<file path="src/rtl/count_seq_monitor.sv">
// Run-time checker for a free-running up-counter: verifies the 1,2 restart after the
// observed reset, then every increment; reports via pulse, sticky and saturating count.
module count_seq_monitor #(
  parameter int WIDTH      = 4,
  parameter int ERR_CNT_W  = 8,
  parameter bit ALLOW_WRAP = 1'b1
) (
  input  logic                 clk,
  input  logic                 reset_n,
  input  logic                 obs_reset_n,
  input  logic [WIDTH-1:0]     count,
  output logic                 seq_ok,
  output logic                 err,
  output logic                 err_sticky,
  output logic [ERR_CNT_W-1:0] err_count,
  output logic [WIDTH-1:0]     expected,
  output logic                 tracking
);

  typedef enum logic [2:0] {
    IDLE   = 3'd0,
    IN_RST = 3'd1,
    EXP1   = 3'd2,
    EXP2   = 3'd3,
    TRACK  = 3'd4
  } state_t;

  localparam logic [WIDTH-1:0]     ONE      = WIDTH'(1);
  localparam logic [WIDTH-1:0]     TWO      = WIDTH'(2);
  localparam logic [WIDTH-1:0]     ALL_ONES = '1;
  localparam logic [ERR_CNT_W-1:0] ERR_MAX  = '1;

  state_t           state;
  logic [WIDTH-1:0] prev;
  logic [WIDTH-1:0] prev_inc;
  logic             wrap_bad;
  logic             chk_fail;
  logic [WIDTH-1:0] chk_exp;

  assign prev_inc = prev + ONE;
  // With wrap disallowed, all-ones -> 0 is flagged even though it equals prev+1 mod 2^WIDTH.
  assign wrap_bad = !ALLOW_WRAP && (prev == ALL_ONES) && (count == '0);

  always_comb begin
    chk_fail = 1'b0;
    chk_exp  = prev_inc;
    case (state)
      EXP1: begin
        chk_fail = (count != ONE);
        chk_exp  = ONE;
      end
      EXP2: begin
        chk_fail = (count != TWO);
        chk_exp  = TWO;
      end
      TRACK: begin
        chk_fail = (count != prev_inc) || wrap_bad;
        chk_exp  = prev_inc;
      end
      default: begin
        chk_fail = 1'b0;
        chk_exp  = prev_inc;
      end
    endcase
  end

  always_ff @(posedge clk) begin
    if (!reset_n) begin
      state      <= IDLE;
      prev       <= '0;
      seq_ok     <= 1'b0;
      err        <= 1'b0;
      err_sticky <= 1'b0;
      err_count  <= '0;
      expected   <= '0;
      tracking   <= 1'b0;
    end else begin
      seq_ok   <= 1'b0;
      err      <= 1'b0;
      tracking <= (state == TRACK);
      // Observed reset masks every compare in the same cycle.
      if (!obs_reset_n) begin
        state <= IN_RST;
      end else begin
        case (state)
          IDLE:   state <= IDLE;
          IN_RST: state <= EXP1;
          EXP1:   state <= chk_fail ? IDLE : EXP2;
          EXP2: begin
            if (chk_fail) begin
              state <= IDLE;
            end else begin
              state  <= TRACK;
              seq_ok <= 1'b1;
              prev   <= count;
            end
          end
          TRACK:  prev <= count;
          default: state <= IDLE;
        endcase
        if (chk_fail) begin
          err        <= 1'b1;
          err_sticky <= 1'b1;
          expected   <= chk_exp;
          if (err_count != ERR_MAX) err_count <= err_count + ERR_CNT_W'(1);
        end
      end
    end
  end

endmodule

</file>
<file path="config.mk">
export PLATFORM = sky130hd
export DESIGN_NAME = count_seq_monitor
export DESIGN_NICKNAME = d
export VERILOG_FILES = /design/src/rtl/count_seq_monitor.sv
export SDC_FILE = /design/constraint.sdc
export NUM_CORES = 1
export LEC_CHECK = 0
export CAP_MARGIN = 0
export CORE_MARGIN = 8
export CORE_UTILIZATION = 54
export CTS_CLUSTER_SIZE = 30
export DETAILED_ROUTE_END_ITERATION = 12
export PLACE_DENSITY = 0.79
export SLEW_MARGIN = 10
export SYNTH_ARGS = -nofsm -noshare
export SYNTH_HDL_FRONTEND = slang
export SYNTH_SLANG_ARGS = --single-unit
</file>
<file path="constraint.sdc">
create_clock -name clk -period 5.33 [get_ports clk]
set_clock_uncertainty 0.2 [all_clocks]
set_input_delay 1.066 -clock clk [delete_from_list [all_inputs] [get_ports clk]]
set_output_delay 1.066 -clock clk [all_outputs]
set_load 0.02 [all_outputs]
</file>
==> flow_summary.json <==
{
  "run_status": "completed",
  "syn2layout_area_growth_pct": 21.7,
  "p_per_area_mw_per_mm2": 195,
  "avgViaCountPerCell": 5.66,
  "drc": 0,
  "syn_avg_cell_area_um2": 8.67,
  "tightestPinTransition_ps": 669,
  "ir_worst_vdd_v": 0.000182,
  "tns_ps": 0,
  "grt_pass1_wl_um": 4580,
  "grt_pass1_vias": 989,
  "synth_top_area_frac": 0.399,
  "setup_viol": 0,
  "synth_area_mm2": 0.00115,
  "numClockSinks": 23,
  "yosysSeqAreaShare": 0.399,
  "root_buffer": "clkbuf_4",
  "path_cells": "clkdlybuf4s50_1 -> o21ai_1 -> a41oi_2 -> a21oi_1 -> a211oi_1",
  "reg2reg_slack_ps": 2950,
  "hp-start": "err_sticky",
  "hold_viol": 0,
  "slew_viol_final": 0,
  "grt_usage": 0.140,
  "synth_top_area_cell": "dfxtp_1",
  "dr.pass1.iters": 4,
  "endpoint_kind": "register",
  "cts_made_buffers": 3,
  "synth_top_flop_cell": "dfxtp_1",
  "worstSetupPathType": "input pin to register",
  "synthCells": 133,
  "dieHeight_um": 62.2,
  "drive_above_1_share": 0.0645,
  "yosys_register_bits": 23,
  "overflow": 0,
  "core_mm2": 0.00198,
  "timing.rr.start": "state[2]",
  "clockBufferDepth": 2,
  "synth_edf_count": 0,
  "place_congestion": 0.794,
  "die_area_mm2": 0.00387,
  "cpMaxStageDelayCell": "clkdlybuf4s50_1",
  "worstPathRequired_ps": 5360,
  "ys_top_cells_by_area": "dfxtp_1 (40%), nand2_1 (6.2%), a21oi_1 (5.2%), mux2i_1 (4.3%), nor2_1 (3.9%)",
  "htreeDepth": 1,
  "antenna_found_initial": 0,
  "path_clk_slew_ps": 110,
  "drt_iter0_drc": 27,
  "post_cts_resized": 0,
  "holdWs_ps": 295,
  "final.min_clock_period_ps": 2850,
  "utilization": 0.708,
  "yosys_warnings": 0,
  "antennaDiodeCount": 0,
  "die_x_um": 62.2,
  "min_path_type": "register to register",
  "cts_tree": "built",
  "drtAntennaViolNets": 0,
  "ys_types": 36,
  "arrival_ps": 2880,
  "num-nets-final": 165,
  "worstSetupStartpoint": "obs_reset_n",
  "fmax_mhz": 351,
  "fin_cells": 182,
  "total_leakage_power_nw": 0.493,
  "drv_cap": 0,
  "cp_slowest_stage_delay_ps": 620,
  "grt_max_degree": 17,
  "period_share": 0.535,
  "io_pins": 23,
  "post-cts-setup-buffer-count": 0,
  "design_area_mm2": 0.00140,
  "dpl-instance-area_mm2": 0.00138,
  "rsz0062_at_grt": "false",
  "synthArstFlopShare": 0,
  "cp-start-kind": "input pin",
  "vias": 1030,
  "wl_per_cell_um": 14.4,
  "start_util": 0.582,
  "slew_headroom": 0.549,
  "port_buffers": 22,
  "rows": 16,
  "synth_nets": 142,
  "clk_latency_ps": 310,
  "finalWirelength_um": 2630,
  "critPathMaxFanout": 14,
  "dpl.hpwl_um": 1960,
  "dp.cells": 178,
  "hold_buffers": 0
}
==> worst max-delay path: cells and delay by family <==
kind | cells | cell delay (ps)
buf+inv | 1 | 620
compound gates | 4 | 1190
==> final timing paths <==
path             endpoint  cells past startpoint
min reg2reg    err_sticky                      2
max reg2reg  err_count[6]                      6
max          err_count[6]                      5
min            err_sticky                      2
==> power breakdown <==
group	internal (W)	total (W)	switching (W)
sequential	0.000173	0.000175	0.00000189
combinational	0.00000882	0.0000204	0.0000116
clock	0.0000292	0.0000777	0.0000485
total	0.000211	0.000273	0.0000620
==> synth_stat cells, types with 2 or more instances <==
library cell / count
a211oi_1: 2
a21oi_1: 12
and2_1: 2
and3_1: 3
buf_6: 2
clkbuf_1: 2
dfxtp_1: 23
ha_1: 2
mux2i_1: 5
nand2_1: 19
nand2b_1: 5
nand3_1: 7
nand4_1: 2
nand4b_1: 2
nor2_1: 12
nor3_1: 3
o21ai_0: 8
xor2_1: 4
==> kinds of logic (layout without fill, tap and decap cells) <==
family | Yosys count | in the layout | share of synthesized area
AO/OA/AOI/OAI | 26 | 26 | 0.137
XOR/XNOR | 6 | 6 | 0.0521
adder cells (fa/ha/maj) | 2 | 2 | 0.0217
buffers and inverters | 5 | 27 | 0.0293
flip-flops | 23 | 23 | 0.399
multiplexers | 5 | 5 | 0.0434
AND/OR/NAND/NOR | 66 | 66 | 0.318
==> cell usage in the layout, fill, tap and decap left out, drive strengths merged <==
cell type | Yosys | routed
dfxtp | 23 | 23
clkdlybuf4s50 | 0 | 22
nand2 | 19 | 19
a21oi | 13 | 13
nor2 | 12 | 12
o21ai | 9 | 9
nand3 | 7 | 7
mux2i | 5 | 5
nand2b | 5 | 5
xor2 | 4 | 4
nor3 | 4 | 4
clkbuf | 2 | 4
and3 | 3 | 3
a211oi | 3 | 3
nand4 | 2 | 2
nand4b | 2 | 2
and2 | 2 | 2
ha | 2 | 2
xnor2 | 2 | 2
and4 | 2 | 2
nor3b | 1 | 1
and3b | 1 | 1
nor4bb | 1 | 1
nor4b | 1 | 1
inv | 1 | 1
and4b | 1 | 1
and2b | 1 | 1
a41oi | 1 | 1
nand3b | 1 | 1
or3 | 1 | 1
==> routing by layer <==
layer | GRT usage | wire length (um)
met5 | 0 | 0
met4 | 0.0729 | 75
met3 | 0.0394 | 115
met2 | 0.223 | 1230
met1 | 0.166 | 1210
==> state kept, by name (all words and copies together), names as in the netlist <==
register / count
state: 3
err_count: 8
err_sticky: 1
expected: 4
prev: 4
tracking: 1
seq_ok: 1
err: 1
==> final cells by class <==
cell class | instances | area, um2
multi-input cells | 105 | 659
fillers | 161 | 578
flip-flops and latches | 23 | 460
repair buffers | 22 | 220
well taps | 27 | 33.8
clock buffers | 4 | 26.3
inverters | 1 | 3.75
==> per-stage QoR <==
stage	setup WS [ps]	total power, W
after global placement	2300	0.000199
after CTS	2540	0.000275
after global routing	2350	0.000286
after detailed placement	2230	0.000199
final	2480	0.000273
after floorplan	3110	0.000190
(Power assumes the default switching activity.)
